==> src/rtl/uart_tx_arbiter_if.sv <==
// uart_tx_arbiter_if: requester handshakes, uart_tx byte port and status of the arbiter
interface uart_tx_arbiter_if;
   logic        req0_valid;
   logic [31:0] req0_data;
   logic        req0_ack;
   logic        req1_valid;
   logic [31:0] req1_data;
   logic        req1_ack;
   logic [7:0]  tx_data;
   logic        tx_read_clock_enable;
   logic        tx_ready;
   logic        busy;
   logic [15:0] frame_count;

   modport master (
      output req0_valid, req0_data, req1_valid, req1_data, tx_ready,
      input  req0_ack, req1_ack, tx_data, tx_read_clock_enable, busy, frame_count
   );

   modport slave (
      input  req0_valid, req0_data, req1_valid, req1_data, tx_ready,
      output req0_ack, req1_ack, tx_data, tx_read_clock_enable, busy, frame_count
   );
endinterface

==> src/rtl/uart_tx_arbiter.sv <==
// uart_tx_arbiter: round-robin framing of two 32-bit requesters onto a byte-wide uart_tx
module uart_tx_arbiter #(
   parameter logic [7:0] SYNC_BYTE = 8'h7E,
   parameter bit         SEND_ID   = 1'b1
) (
   input logic               clk_i,
   input logic               rst_ni,
   uart_tx_arbiter_if.slave  bus
);
   typedef enum logic [1:0] {IDLE, OFFER, WAIT_LOW, WAIT_HIGH} state_t;

   localparam logic [2:0] LAST_IDX = SEND_ID ? 3'd5 : 3'd4;
   localparam logic [2:0] DATA_OFS = SEND_ID ? 3'd2 : 3'd1;

   state_t      state_q, state_d;
   logic [2:0]  idx_q, idx_d;
   logic [31:0] word_q, word_d;
   logic        id_q, id_d;
   logic        last_q, last_d;
   logic        ack0_q, ack0_d;
   logic        ack1_q, ack1_d;
   logic        en_q, en_d;
   logic        busy_q, busy_d;
   logic [7:0]  tx_data_q, tx_data_d;
   logic [15:0] count_q, count_d;
   logic        grant1;

   // Byte i of the frame: sync, optional requester ID, then the word MSB first.
   function automatic logic [7:0] frame_byte(input logic [2:0] i, input logic [31:0] w, input logic id);
      logic [2:0]  k;
      logic [31:0] sh;
      k = i - DATA_OFS;
      sh = w >> {~k[1:0], 3'b000};
      frame_byte = (i == 3'd0) ? SYNC_BYTE : (SEND_ID && i == 3'd1) ? {7'd0, id} : sh[7:0];
   endfunction

   // Requester 1 wins when alone, or on a tie when requester 0 was granted last.
   assign grant1 = bus.req1_valid & (~bus.req0_valid | ~last_q);

   // Next-state and registered-output logic of the framing FSM.
   always_comb begin
      state_d   = state_q;
      idx_d     = idx_q;
      word_d    = word_q;
      id_d      = id_q;
      last_d    = last_q;
      ack0_d    = 1'b0;
      ack1_d    = 1'b0;
      en_d      = en_q;
      tx_data_d = tx_data_q;
      count_d   = count_q;
      case (state_q)
         IDLE:
            if (bus.req0_valid | bus.req1_valid) begin
               state_d   = OFFER;
               idx_d     = 3'd0;
               word_d    = grant1 ? bus.req1_data : bus.req0_data;
               id_d      = grant1;
               last_d    = grant1;
               ack0_d    = ~grant1;
               ack1_d    = grant1;
               en_d      = 1'b1;
               tx_data_d = SYNC_BYTE;
            end
         OFFER:
            if (bus.tx_ready) begin
               state_d = WAIT_LOW;
               en_d    = 1'b0;
            end
         WAIT_LOW:
            if (!bus.tx_ready) state_d = WAIT_HIGH;
         WAIT_HIGH:
            if (bus.tx_ready) begin
               if (idx_q == LAST_IDX) begin
                  state_d = IDLE;
                  count_d = count_q + 16'd1;
               end else begin
                  state_d   = OFFER;
                  idx_d     = idx_q + 3'd1;
                  en_d      = 1'b1;
                  tx_data_d = frame_byte(idx_q + 3'd1, word_q, id_q);
               end
            end
         default: state_d = IDLE;
      endcase
      busy_d = state_d != IDLE;
   end

   // State and output registers; reset abandons any frame in progress.
   always_ff @(posedge clk_i or negedge rst_ni) begin
      if (!rst_ni) begin
         state_q   <= IDLE;
         idx_q     <= 3'd0;
         word_q    <= 32'd0;
         id_q      <= 1'b0;
         last_q    <= 1'b1;
         ack0_q    <= 1'b0;
         ack1_q    <= 1'b0;
         en_q      <= 1'b0;
         busy_q    <= 1'b0;
         tx_data_q <= 8'h00;
         count_q   <= 16'd0;
      end else begin
         state_q   <= state_d;
         idx_q     <= idx_d;
         word_q    <= word_d;
         id_q      <= id_d;
         last_q    <= last_d;
         ack0_q    <= ack0_d;
         ack1_q    <= ack1_d;
         en_q      <= en_d;
         busy_q    <= busy_d;
         tx_data_q <= tx_data_d;
         count_q   <= count_d;
      end
   end

   assign bus.req0_ack             = ack0_q;
   assign bus.req1_ack             = ack1_q;
   assign bus.tx_data              = tx_data_q;
   assign bus.tx_read_clock_enable = en_q;
   assign bus.busy                 = busy_q;
   assign bus.frame_count          = count_q;
endmodule

==> src/flat_wrapper.sv <==
// flat-port wrapper written by rule: the top's interface ports become plain ports
module uart_tx_arbiter_flat 
#(
   parameter logic [7:0] SYNC_BYTE = 8'h7E,
   parameter bit         SEND_ID   = 1'b1
)
  (clk_i, rst_ni, bus_req0_valid, bus_req0_data, bus_req1_valid, bus_req1_data, bus_tx_ready, bus_req0_ack, bus_req1_ack, bus_tx_data, bus_tx_read_clock_enable, bus_busy, bus_frame_count);
  uart_tx_arbiter_if bus_i ();
  input logic clk_i;
  input logic rst_ni;
  input wire logic [$bits(bus_i.req0_valid)-1:0] bus_req0_valid;
  input wire logic [$bits(bus_i.req0_data)-1:0] bus_req0_data;
  input wire logic [$bits(bus_i.req1_valid)-1:0] bus_req1_valid;
  input wire logic [$bits(bus_i.req1_data)-1:0] bus_req1_data;
  input wire logic [$bits(bus_i.tx_ready)-1:0] bus_tx_ready;
  output wire logic [$bits(bus_i.req0_ack)-1:0] bus_req0_ack;
  output wire logic [$bits(bus_i.req1_ack)-1:0] bus_req1_ack;
  output wire logic [$bits(bus_i.tx_data)-1:0] bus_tx_data;
  output wire logic [$bits(bus_i.tx_read_clock_enable)-1:0] bus_tx_read_clock_enable;
  output wire logic [$bits(bus_i.busy)-1:0] bus_busy;
  output wire logic [$bits(bus_i.frame_count)-1:0] bus_frame_count;
  assign bus_i.req0_valid = bus_req0_valid;
  assign bus_i.req0_data = bus_req0_data;
  assign bus_i.req1_valid = bus_req1_valid;
  assign bus_i.req1_data = bus_req1_data;
  assign bus_i.tx_ready = bus_tx_ready;
  assign bus_req0_ack = bus_i.req0_ack;
  assign bus_req1_ack = bus_i.req1_ack;
  assign bus_tx_data = bus_i.tx_data;
  assign bus_tx_read_clock_enable = bus_i.tx_read_clock_enable;
  assign bus_busy = bus_i.busy;
  assign bus_frame_count = bus_i.frame_count;
  uart_tx_arbiter #(.SYNC_BYTE(SYNC_BYTE), .SEND_ID(SEND_ID)) u_core (.clk_i(clk_i), .rst_ni(rst_ni), .bus(bus_i));
endmodule
==> config.mk <==
export PLATFORM = sky130hd
export DESIGN_NAME = uart_tx_arbiter_flat
export DESIGN_NICKNAME = d
export VERILOG_FILES = /design/src/rtl/uart_tx_arbiter_if.sv /design/src/rtl/uart_tx_arbiter.sv /design/src/flat_wrapper.sv
export SDC_FILE = /design/constraint.sdc
export NUM_CORES = 1
export LEC_CHECK = 0
export BUFFER_PORTS_ARGS = -buffer_cell sky130_fd_sc_hd__clkbuf_2
export CORE_MARGIN = 5
export CORE_UTILIZATION = 40
export CTS_BUF_LIST = sky130_fd_sc_hd__clkbuf_8
export CTS_CLUSTER_DIAMETER = 30
export CTS_CLUSTER_SIZE = 25
export DETAILED_ROUTE_END_ITERATION = 8
export SYNTH_ARGS = -nofsm -noshare
export SYNTH_HDL_FRONTEND = slang
export SYNTH_SLANG_ARGS = --single-unit
==> constraint.sdc <==
create_clock -name clk_i -period 3.23 [get_ports clk_i]
set_input_delay 0.1615 -clock clk_i [delete_from_list [all_inputs] [get_ports clk_i]]
set_output_delay 0.1615 -clock clk_i [all_outputs]
set_load 0.01 [all_outputs]
==> results of run 1 <==
-- power by group through the flow --
stage | combinational (W) | sequential, W | clock, W
2_1_floorplan | 0.00103 | 0.00132 | 0
3_3_place_gp | 0.00126 | 0.00141 | 0
3_5_place_dp | 0.00130 | 0.00143 | 0
4_1_cts | 0.00131 | 0.00141 | 0.000624
5_1_grt | 0.00143 | 0.00145 | 0.000659
6_report | 0.00129 | 0.00141 | 0.000603
-- worst max path at each step --
stage,end,cells after the start,slack (ns)
2_1_floorplan,u_core.bus.tx_data[1]$_DFFE_PN0P_,7,1.16
3_3_place_gp,u_core.bus.tx_data[1]$_DFFE_PN0P_,5,0.93
3_5_place_dp,u_core.bus.tx_data[1]$_DFFE_PN0P_,5,0.88
4_1_cts,u_core.bus.tx_data[1]$_DFFE_PN0P_,5,0.84
5_1_grt,u_core.bus.tx_data[1]$_DFFE_PN0P_,5,0.68
6_report,u_core.bus.tx_data[1]$_DFFE_PN0P_,5,0.89
-- cell families (layout without fill, tap and decap cells) --
| kind of cell | after synthesis | in the layout |
|---|---|---|
| XOR/XNOR | 16 | 16 |
| buffers and inverters | 20 | 119 |
| AO/OA/AOI/OAI | 80 | 80 |
| adder cells (fa/ha/maj) | 5 | 5 |
| multiplexers | 20 | 20 |
| flip-flops | 67 | 67 |
| AND/OR/NAND/NOR | 67 | 67 |
-- synth_stat cells (2+ instances only) --
library cell,instances,area (µm²)
o22a_1,6,52.6
o21ai_0,4,20.0
mux2i_1,11,110
a31oi_1,2,12.5
nor2_1,6,22.5
clkbuf_1,5,18.8
a21o_1,27,203
nor4_4,2,42.5
xnor2_1,12,105
inv_1,4,15.0
nand4_1,7,43.8
and3_1,3,18.8
o21ai_1,12,60.1
buf_2,10,50.1
ha_1,5,62.6
dfrtp_1,66,1650
nand2_1,24,90.1
mux4_2,8,180
xor2_1,4,35.0
nor2b_1,7,43.8
nand3_1,4,20.0
a22o_1,24,210
nand2b_1,5,31.3
-- state kept, by name (all words and copies together), names as in the netlist --
| register | flops |
|---|---|
| u_core.idx_q | 3 |
| u_core.bus.tx_read_clock_enable | 1 |
| u_core.word_q | 32 |
| u_core.bus.frame_count | 16 |
| u_core.bus.req0_ack | 1 |
| u_core.bus.busy | 1 |
| u_core.bus.tx_data | 8 |
| u_core.id_q | 1 |
| u_core.state_q | 2 |
| u_core.bus.req1_ack | 1 |
| u_core.last_q | 1 |
-- cell type report --
type / instances / area (µm²) / area share (%)
clock inverter: 5 / 31.3 / 0.781
timing repair buffer: 100 / 510 / 12.8
tap: 105 / 131 / 3.28
inverter: 4 / 15.0 / 0.375
clock buffer: 10 / 138 / 3.44
multi-input combinational: 188 / 1500 / 37.5
sequential: 67 / 1680 / 41.9
-- per-stage QoR --
stage | power [W] | area [µm²] | hold slack (ns) | std cells
2_1_floorplan | 0.00234 | 3260 | -0.134 | 275
3_3_place_gp | 0.00267 | 3830 | 0.364 | 464
3_5_place_dp | 0.00273 | 3830 | 0.366 | 464
4_1_cts | 0.00334 | 4000 | 0.00354 | 479
5_1_grt | 0.00354 | 4000 | 0.00668 | 479
6_report | 0.00330 | 4000 | 0.00293 | 479
-- critical path, stage by stage, from the launching register on --
cell and delay, ns:
dfrtp_1 0.77, inv_1 0.16, ha_1 0.59, mux4_2 0.36, nor2b_1 0.14, o22a_1 0.20
-- layer usage --
metal  vias to the layer above  GRT usage, %  wire (µm)
li1                       1198             -          -
met1                      1190          22.7       3580
met2                        90          24.8       3510
met3                        10          4.79        563
met4                         0          4.15         98
met5                         -             0          0
==> results.py, run 1 <==
metrics = {
    "worst_setup_path": {
        "path_max_fanout": 13,
        "timing.rr.end": "u_core.bus.tx_data[1]$_DFFE_PN0P_",
        "r2r_cells": 5,
        "r2r_start": "u_core.idx_q[0]$_DFFE_PN0P_",
        "ff2ff_setup_slack_ns": 0.89,
        "cp_data_required_time_ns": 3.45,
        "crit_arrival_ns": 2.57,
        "cp-end-kind": "register",
        "critical_path.startpoint": "u_core.idx_q[0]$_DFFE_PN0P_",
        "worst_setup_path_start_kind": "register",
        "crit_type": "reg -> reg",
    },
    "floorplanning": {
        "core_area_um2": 8090,
        "row_count": 33,
        "io_pins": 97,
        "die_x_um": 100,
        "initial_utilization_pct": 40.3,
        "dieArea_um2": 10100,
        "die_h_um": 100,
    },
    "synth": {
        "synth_top_family_by_area": "compound AO/OA/AOI/OAI gates",
        "ys_seq_elements": 67,
        "syn-num-nets": 349,
        "synthXorXnorAreaFrac_pct": 4.30,
        "synth-simple-area-share_pct": 11.9,
        "synth_mux_area_share_pct": 9.24,
        "synth_warnings": 0,
        "async_flop_share_pct": 100,
        "syn_avg_cell_area_um2": 11.9,
        "synth_compound_area_share_pct": 18.5,
        "synthFlopType": "dfrtp_1",
        "synthAdderAreaFrac_pct": 1.92,
        "netlist_instances": 275,
        "synth_seq_area_share_pct": 51.4,
        "synth_area_um2": 3260,
        "yosysUniqueCellTypes": 40,
        "synth_edf_count": 0,
    },
    "power_and_ir_drop": {
        "leakagePower_nw": 2.07,
        "powerDensity_nw_per_um2": 824,
        "netSwitchingFraction_pct": 35.2,
        "p_comb_share_pct": 39.1,
        "sequentialPowerShare_pct": 42.6,
        "p_clk_share_pct": 18.3,
        "p_switching_w": 0.00116,
        "peakVddDrop_mv": 0.332,
        "p_int_w": 0.00214,
    },
    "detailed_routing": {
        "ant_nets": 0,
        "vias": 2488,
        "routedWlPerCell_um": 16.2,
        "drc_errors": 0,
        "drt_first_pass_iters": 4,
        "totalWireLength_um": 7750,
        "drtIter0Drc": 112,
        "routed_via_density": 5.19,
    },
    "clock_network": {
        "cts_hold_buf": 0,
        "path_clk_slew_ns": 0.07,
        "cts_resized": 0,
        "cts-root-buf": "clkbuf_8",
        "cts_setup_buffers": 0,
        "cts_buffers": 9,
        "cts-htree-levels": 3,
        "cts.sinks": 67,
        "cts_tree": "done",
        "insertion_delay_ns": 0.34,
        "cts_max_path_buffers": 2,
    },
    "placed_design": {
        "port_buffers": 96,
        "dp_slack_ns": 0.885,
        "gp_congestion": 0.815,
        "dp_hpwl_um": 5740,
    },
    "final_layout": {
        "fin_nets": 444,
        "drive_above_1_share_pct": 35.3,
        "area_delta_synth_final_pct": 22.7,
        "final_common_cell": "clkbuf_2",
        "nFillCells": 791,
        "final_util_pct": 49.5,
        "antenna_cells": 0,
        "final_cell_mix": "95 x clkbuf_2, 66 x dfrtp_1, 27 x a21o_1",
    },
    "min_path": {
        "hp-class": "in -> async",
    },
    "global_routing": {
        "grt_pass1_vias": 2597,
        "antenna_found_initial": 0,
        "grt_first_pass_wirelength_um": 13000,
        "grt_overflow_total": 0,
        "grt_usage_pct": 16.2,
        "grt_max_degree": 47,
    },
    "timing": {
        "max_freq_mhz": 427,
        "tns_ns": 0,
        "slew_headroom_pct": 31.2,
        "min_period_over_period_pct": 72.6,
        "rsz0062_at_grt": "false",
        "min_period_ns": 2.34,
        "finalSetupViolCount": 0,
        "setup_ws_ns": 0.885,
        "tightestPinTransition_ns": 1.03,
        "skew_ns": 0.00818,
        "finalHoldViolCount": 0,
        "slew_viol_final": 0,
    },
    "flow_run": {
        "drv_cap": 0,
    },
    "status": {
        "outcome": "completed",
    },
}
No activity file was read; power rests on OpenSTA's default activity.
==> inputs of run 2 (changes only) <==
==> constraint.sdc (replaced) <==
create_clock -name clk_i -period 2.3 [get_ports clk_i]
set_input_delay 0.115 -clock clk_i [delete_from_list [all_inputs] [get_ports clk_i]]
set_output_delay 0.115 -clock clk_i [all_outputs]
set_load 0.01 [all_outputs]
==> results.py, run 2 (synthesized netlist as in run 1, its figures left out) <==
metrics = {
    "power_and_ir_drop": {
        "netSwitchingFraction_pct": 34.2,
        "p_clk_share_pct": 20.1,
        "p_switching_w": 0.00164,
        "leakagePower_nw": 2.20,
        "powerDensity_nw_per_um2": 1110,
        "p_int_w": 0.00316,
        "sequentialPowerShare_pct": 40.1,
        "p_comb_share_pct": 39.8,
        "peakVddDrop_mv": 0.456,
    },
    "final_layout": {
        "area_delta_synth_final_pct": 32.1,
        "antenna_cells": 0,
        "seq_area_um2": 1680,
        "nFillCells": 753,
        "fin_nets": 471,
        "multi_input_area_um2": 1500,
        "final_cell_mix": "95 x clkbuf_2, 66 x dfrtp_1, 27 x a21o_1",
        "final_cells": 506,
        "drive_above_1_share_pct": 34.2,
        "final_common_cell": "clkbuf_2",
        "largest_register_ffs": 32,
        "top_register": "u_core.word_q",
        "final_util_pct": 53.3,
    },
    "worst_setup_path": {
        "crit_slowest_cell": "ha_1",
        "cp_data_required_time_ns": 2.53,
        "crit_arrival_ns": 2.16,
        "crit_chain": "inv_1 > ha_1 > mux4_2 > nor2b_1 > o22a_1",
        "worst_setup_path_start_kind": "register",
        "slowest_delay_ns": 0.57,
        "crit_type": "reg -> reg",
        "cp_top_family": "adder cells",
        "cp-end-kind": "register",
        "path_max_fanout": 9,
        "cp_num_buf_inv": 1,
    },
    "placed_design": {
        "dp_hpwl_um": 5630,
        "gp_congestion": 0.764,
        "dp.cells": 468,
        "port_buffers": 96,
    },
    "global_routing": {
        "grt_first_pass_wirelength_um": 13600,
        "grt_max_degree": 46,
        "antenna_found_initial": 0,
        "grt_overflow_total": 0,
        "grt_usage_pct": 17.1,
        "grt_pass1_vias": 2836,
    },
    "timing": {
        "fin_hold_ws_ns": 0.0314,
        "slew_viol_final": 0,
        "max_freq_mhz": 520,
        "finalHoldViolCount": 0,
        "tightestPinTransition_ns": 0.531,
        "rsz0062_at_grt": "false",
        "min_period_ns": 1.92,
        "tns_ns": 0,
        "slew_headroom_pct": 64.6,
        "min_period_over_period_pct": 83.6,
        "skew_ns": 0.0104,
        "finalSetupViolCount": 0,
    },
    "detailed_routing": {
        "routed_via_density": 5.16,
        "totalWireLength_um": 7830,
        "vias": 2610,
        "ant_nets": 0,
        "drt_first_pass_iters": 5,
        "drtIter0Drc": 75,
        "drc_errors": 0,
        "routedWlPerCell_um": 15.5,
    },
    "clock_network": {
        "insertion_delay_ns": 0.35,
        "cts_buffers": 9,
        "cts_hold_buf": 23,
        "cts_setup_buffers": 0,
        "cts_resized": 0,
        "cts-htree-levels": 3,
        "cts-root-buf": "clkbuf_8",
        "path_clk_slew_ns": 0.08,
        "cts_max_path_buffers": 2,
        "cts_tree": "done",
        "cts.sinks": 67,
    },
    "floorplanning": {
        "die_h_um": 100,
        "dieArea_um2": 10100,
        "row_count": 33,
        "die_x_um": 100,
        "io_pins": 97,
        "initial_utilization_pct": 40.3,
        "core_area_um2": 8090,
    },
    "min_path": {
        "hp-class": "in -> reg",
    },
    "status": {
        "outcome": "completed",
    },
    "flow_run": {
        "drv_cap": 0,
    },
}
run 2: changes by cell type in the layout (fill, tap and decap cells not counted), sizes merged:
cell | before | now
clkbuf | 105 | 104
bufinv | 0 | 1
buf | 5 | 9
dlygate4sd3 | 0 | 23
run 2: path summary, 6_finish.rpt:
kind / start / to / slack [ns] / depth (start not counted)
setup / recovery: u_core.idx_q[0]$_DFFE_PN0P_ / u_core.bus.tx_data[1]$_DFFE_PN0P_ / 0.38 / 5
hold / removal: bus_req0_data[31] / u_core.word_q[31]$_DFFE_PN0P_ / 0.03 / 3
setup reg to reg: u_core.idx_q[0]$_DFFE_PN0P_ / u_core.bus.tx_data[1]$_DFFE_PN0P_ / 0.38 / 5
hold reg to reg: u_core.bus.frame_count[15]$_DFFE_PN0P_ / u_core.bus.frame_count[15]$_DFFE_PN0P_ / 0.48 / 1
max in group asynchronous: rst_ni / u_core.last_q$_DFFE_PN1P_ / 1.36 / 3
min in group asynchronous: rst_ni / u_core.bus.frame_count[0]$_DFFE_PN0P_ / 0.28 / 2
run 2: metal layers:
metal / wire, µm / up-vias / track usage, %
met2: 3610 / 84 / 26.9
met5: 0 / - / 0
li1: - / 1255 / -
met1: 3620 / 1258 / 22.9
met4: 144 / 0 / 6.74
met3: 456 / 13 / 4.31
run 2: area by class of cell:
class	instances	area share (%)
flip-flops and latches	67	38.9
multi-input cells	188	34.8
repair buffers	127	18.5
well taps	105	3.05
clock buffers	9	2.87
clock inverters	6	1.54
inverters	4	0.348
run 2: metrics by stage:
| step | power [W] | area, µm² | setup WS [ns] |
|---|---|---|---|
| after floorplan | 0.00329 | 3260 | 0.231 |
| after global placement | 0.00380 | 3890 | 0.437 |
| after detailed placement | 0.00386 | 3890 | 0.366 |
| after CTS | 0.00487 | 4310 | 0.352 |
| after global routing | 0.00518 | 4310 | 0.208 |
| final | 0.00480 | 4310 | 0.376 |
run 2: power groups by stage:
stage / sequential (W) / clock, W / combinational, W
after floorplan: 0.00185 / 0 / 0.00145
after global placement: 0.00193 / 0 / 0.00187
after detailed placement: 0.00195 / 0 / 0.00191
after CTS: 0.00192 / 0.000991 / 0.00195
after global routing: 0.00198 / 0.00104 / 0.00216
final: 0.00192 / 0.000965 / 0.00191
run 2: worst reg2reg max path, cell delays in order, from the launching register on:
cell,delay [ns]
dfrtp_1,0.45
inv_1,0.11
ha_1,0.57
mux4_2,0.36
nor2b_1,0.14
o22a_1,0.20
==> inputs of run 3 (changes only) <==
--- a/config.mk
+++ b/config.mk
@@ -5,6 +5,7 @@
 export SDC_FILE = /design/constraint.sdc
 export NUM_CORES = 1
 export LEC_CHECK = 0
+export ABC_AREA = 1
 export BUFFER_PORTS_ARGS = -buffer_cell sky130_fd_sc_hd__clkbuf_2
 export CORE_MARGIN = 5
 export CORE_UTILIZATION = 40
==> constraint.sdc (replaced) <==
create_clock -name clk_i -period 1.82 [get_ports clk_i]
set_input_delay 0.091 -clock clk_i [delete_from_list [all_inputs] [get_ports clk_i]]
set_output_delay 0.091 -clock clk_i [all_outputs]
set_load 0.01 [all_outputs]
==> results.py, run 3 <==
metrics = {
    "final_layout": {
        "largest_register_ffs": 32,
        "nFillCells": 834,
        "seq_area_um2": 1680,
        "multi_input_area_um2": 1630,
        "drive_above_1_share_pct": 23.7,
        "area_delta_synth_final_pct": 33.1,
        "top_register": "u_core.word_q",
        "fin_nets": 664,
        "final_common_cell": "nand2_1",
        "final_area_um2": 4810,
        "final_cells": 702,
        "antenna_cells": 0,
        "final_cell_mix": "144 x nand2_1, 95 x clkbuf_2, 66 x dfrtp_1",
    },
    "worst_setup_path": {
        "crit_chain": "inv_1 > ha_1 > inv_1 > o211ai_1 > nand2_1 > nand2_1 > a21oi_1",
        "cp_data_required_time_ns": 2.02,
        "slowest_delay_ns": 0.48,
        "crit_type": "reg -> reg",
        "cp_num_buf_inv": 2,
        "cp-end-kind": "register",
        "cp_top_family": "adder cells",
        "path_max_fanout": 11,
        "crit_slowest_cell": "ha_1",
        "crit_arrival_ns": 1.88,
        "worst_setup_path_start_kind": "register",
        "critical_path.startpoint": "u_core.idx_q[0]$_DFFE_PN0P_",
        "r2r_start": "u_core.idx_q[0]$_DFFE_PN0P_",
    },
    "timing": {
        "slew_viol_final": 0,
        "finalHoldViolCount": 0,
        "min_period_ns": 1.68,
        "rsz0062_at_grt": "false",
        "max_freq_mhz": 597,
        "skew_ns": 0.0173,
        "min_period_over_period_pct": 92.1,
        "tns_ns": 0,
        "slew_headroom_pct": 73.2,
        "finalSetupViolCount": 0,
        "fin_hold_ws_ns": 0.0184,
        "tightestPinTransition_ns": 0.401,
    },
    "synth": {
        "synth_seq_area_share_pct": 46.4,
        "synth_area_leaders": "dfrtp_1 46%, nand2_1 15%, o21ai_0 5.4%",
        "ys_top_cells_by_count": "144 x nand2_1, 66 x dfrtp_1, 45 x inv_1, 39 x o21ai_0, 27 x nor2_1",
        "synth_edf_count": 0,
        "syn-num-nets": 523,
        "synth_mux_area_share_pct": 0,
        "netlist_instances": 449,
        "synth_compound_area_share_pct": 14.8,
        "yosysUniqueCellTypes": 36,
        "async_flop_share_pct": 100,
        "synth-simple-area-share_pct": 26.0,
        "synth_warnings": 0,
        "ys_seq_elements": 67,
        "synthAdderAreaFrac_pct": 1.73,
        "synthFlopType": "dfrtp_1",
        "synth_area_um2": 3620,
        "synthXorXnorAreaFrac_pct": 2.66,
        "synth_top_family_by_area": "simple AND/OR/NAND/NOR gates",
        "syn_avg_cell_area_um2": 8.05,
        "yosysMostFrequentCell": "nand2_1",
        "synth_top_area_share_pct": 45.7,
        "post-synth-top-area-cell": "dfrtp_1",
    },
    "clock_network": {
        "cts_max_path_buffers": 2,
        "insertion_delay_ns": 0.34,
        "path_clk_slew_ns": 0.07,
        "cts_buffers": 9,
        "cts-root-buf": "clkbuf_8",
        "cts-htree-levels": 3,
        "cts.sinks": 67,
        "cts_tree": "done",
    },
    "detailed_routing": {
        "vias": 3354,
        "routed_via_density": 4.78,
        "totalWireLength_um": 9550,
        "drtIter0Drc": 183,
        "ant_nets": 0,
        "drt_first_pass_iters": 4,
        "routedWlPerCell_um": 13.6,
        "drc_errors": 0,
    },
    "placed_design": {
        "port_buffers": 96,
        "placed_area_um2": 4190,
        "gp_congestion": 0.792,
        "dp_hpwl_um": 6860,
        "dp.cells": 642,
    },
    "floorplanning": {
        "initial_utilization_pct": 41.3,
        "row_count": 34,
        "die_h_um": 105,
        "dieArea_um2": 11000,
        "core_area_um2": 8760,
        "io_pins": 97,
        "die_x_um": 105,
    },
    "global_routing": {
        "grt_max_degree": 68,
        "antenna_found_initial": 0,
        "grt_overflow_total": 0,
        "grt_usage_pct": 18.1,
        "grt_pass1_vias": 3408,
        "grt_first_pass_wirelength_um": 16400,
    },
    "power_and_ir_drop": {
        "leakagePower_nw": 2.42,
        "finalPower_w": 0.00583,
        "peakVddDrop_mv": 0.470,
        "powerDensity_nw_per_um2": 1210,
    },
    "flow_run": {
        "drv_cap": 0,
    },
    "min_path": {
        "hp-start": "bus_req0_data[1]",
        "hp-class": "in -> reg",
    },
    "status": {
        "outcome": "completed",
    },
}
[run 3: changes by cell type after synthesis, sizes merged, moves of 24 or more]
cell / change
o21ai: +34
a22o: -24
inv: +45
nand2: +126
nor2: +24
o211ai: +25
a21o: -27
[run 3: where the power goes]
part           internal (W)  switching, W
registers           0.00201      0.000305
clock network      0.000606      0.000530
logic              0.000935       0.00145
[run 3: final timing paths]
check | to | slack (ns) | cells past startpoint
min | u_core.word_q[1]$_DFFE_PN0P_ | 0.02 | 3
max | u_core.bus.tx_data[4]$_DFFE_PN0P_ | 0.14 | 7
max reg2reg | u_core.bus.tx_data[4]$_DFFE_PN0P_ | 0.14 | 7
min in group asynchronous | u_core.word_q[25]$_DFFE_PN0P_ | 0.31 | 3
max in group asynchronous | u_core.last_q$_DFFE_PN1P_ | 1.16 | 3
min reg2reg | u_core.last_q$_DFFE_PN1P_ | 0.49 | 2
[run 3: final cells by class]
type                    instances  share of cell area, %
multi-input cells             315                   33.9
clock inverters                 6                   1.07
flip-flops and latches         67                   34.8
clock buffers                   9                   2.57
inverters                      49                   3.82
repair buffers                148                   20.9
well taps                     108                   2.81
[run 3: tightest hold or removal path: cells and delay by family]
family          cells  cell delay [ns]
simple gates        1             0.03
compound gates      1             0.11
buf+inv             1             0.08
[run 3: what timing repair did]
item / 4_1_cts / 5_1_grt
gates resized for setup: 0 / 0
endpoints found under the hold margin: 88 / 0
setup buffers: 0 / 0
hold buffers: 45 / 0
[run 3: logic make-up (layout without fill, tap and decap cells)]
family	after synthesis	in the layout
simple gates	211	211
compound gates	88	88
flops	67	67
buf+inv	67	212
xor+xnor	11	11
fa+ha+maj	5	5
[run 3: layer usage]
layer  vias to the layer above  wire [µm]  global-route usage [%]
met3                        13        456                    3.88
met4                         0        135                    6.58
met1                      1531       4510                    24.6
met5                         -          0                       0
li1                       1729          -                       -
met2                        81       4440                    28.3
[run 3: per-stage QoR]
stage                     utilization [%]  worst slack, ns
final                                54.9            0.144
after global routing                 54.9           0.0137
after CTS                            54.9            0.148
after detailed placement             47.8            0.171
after global placement               47.8            0.237
after floorplan                         -            0.318
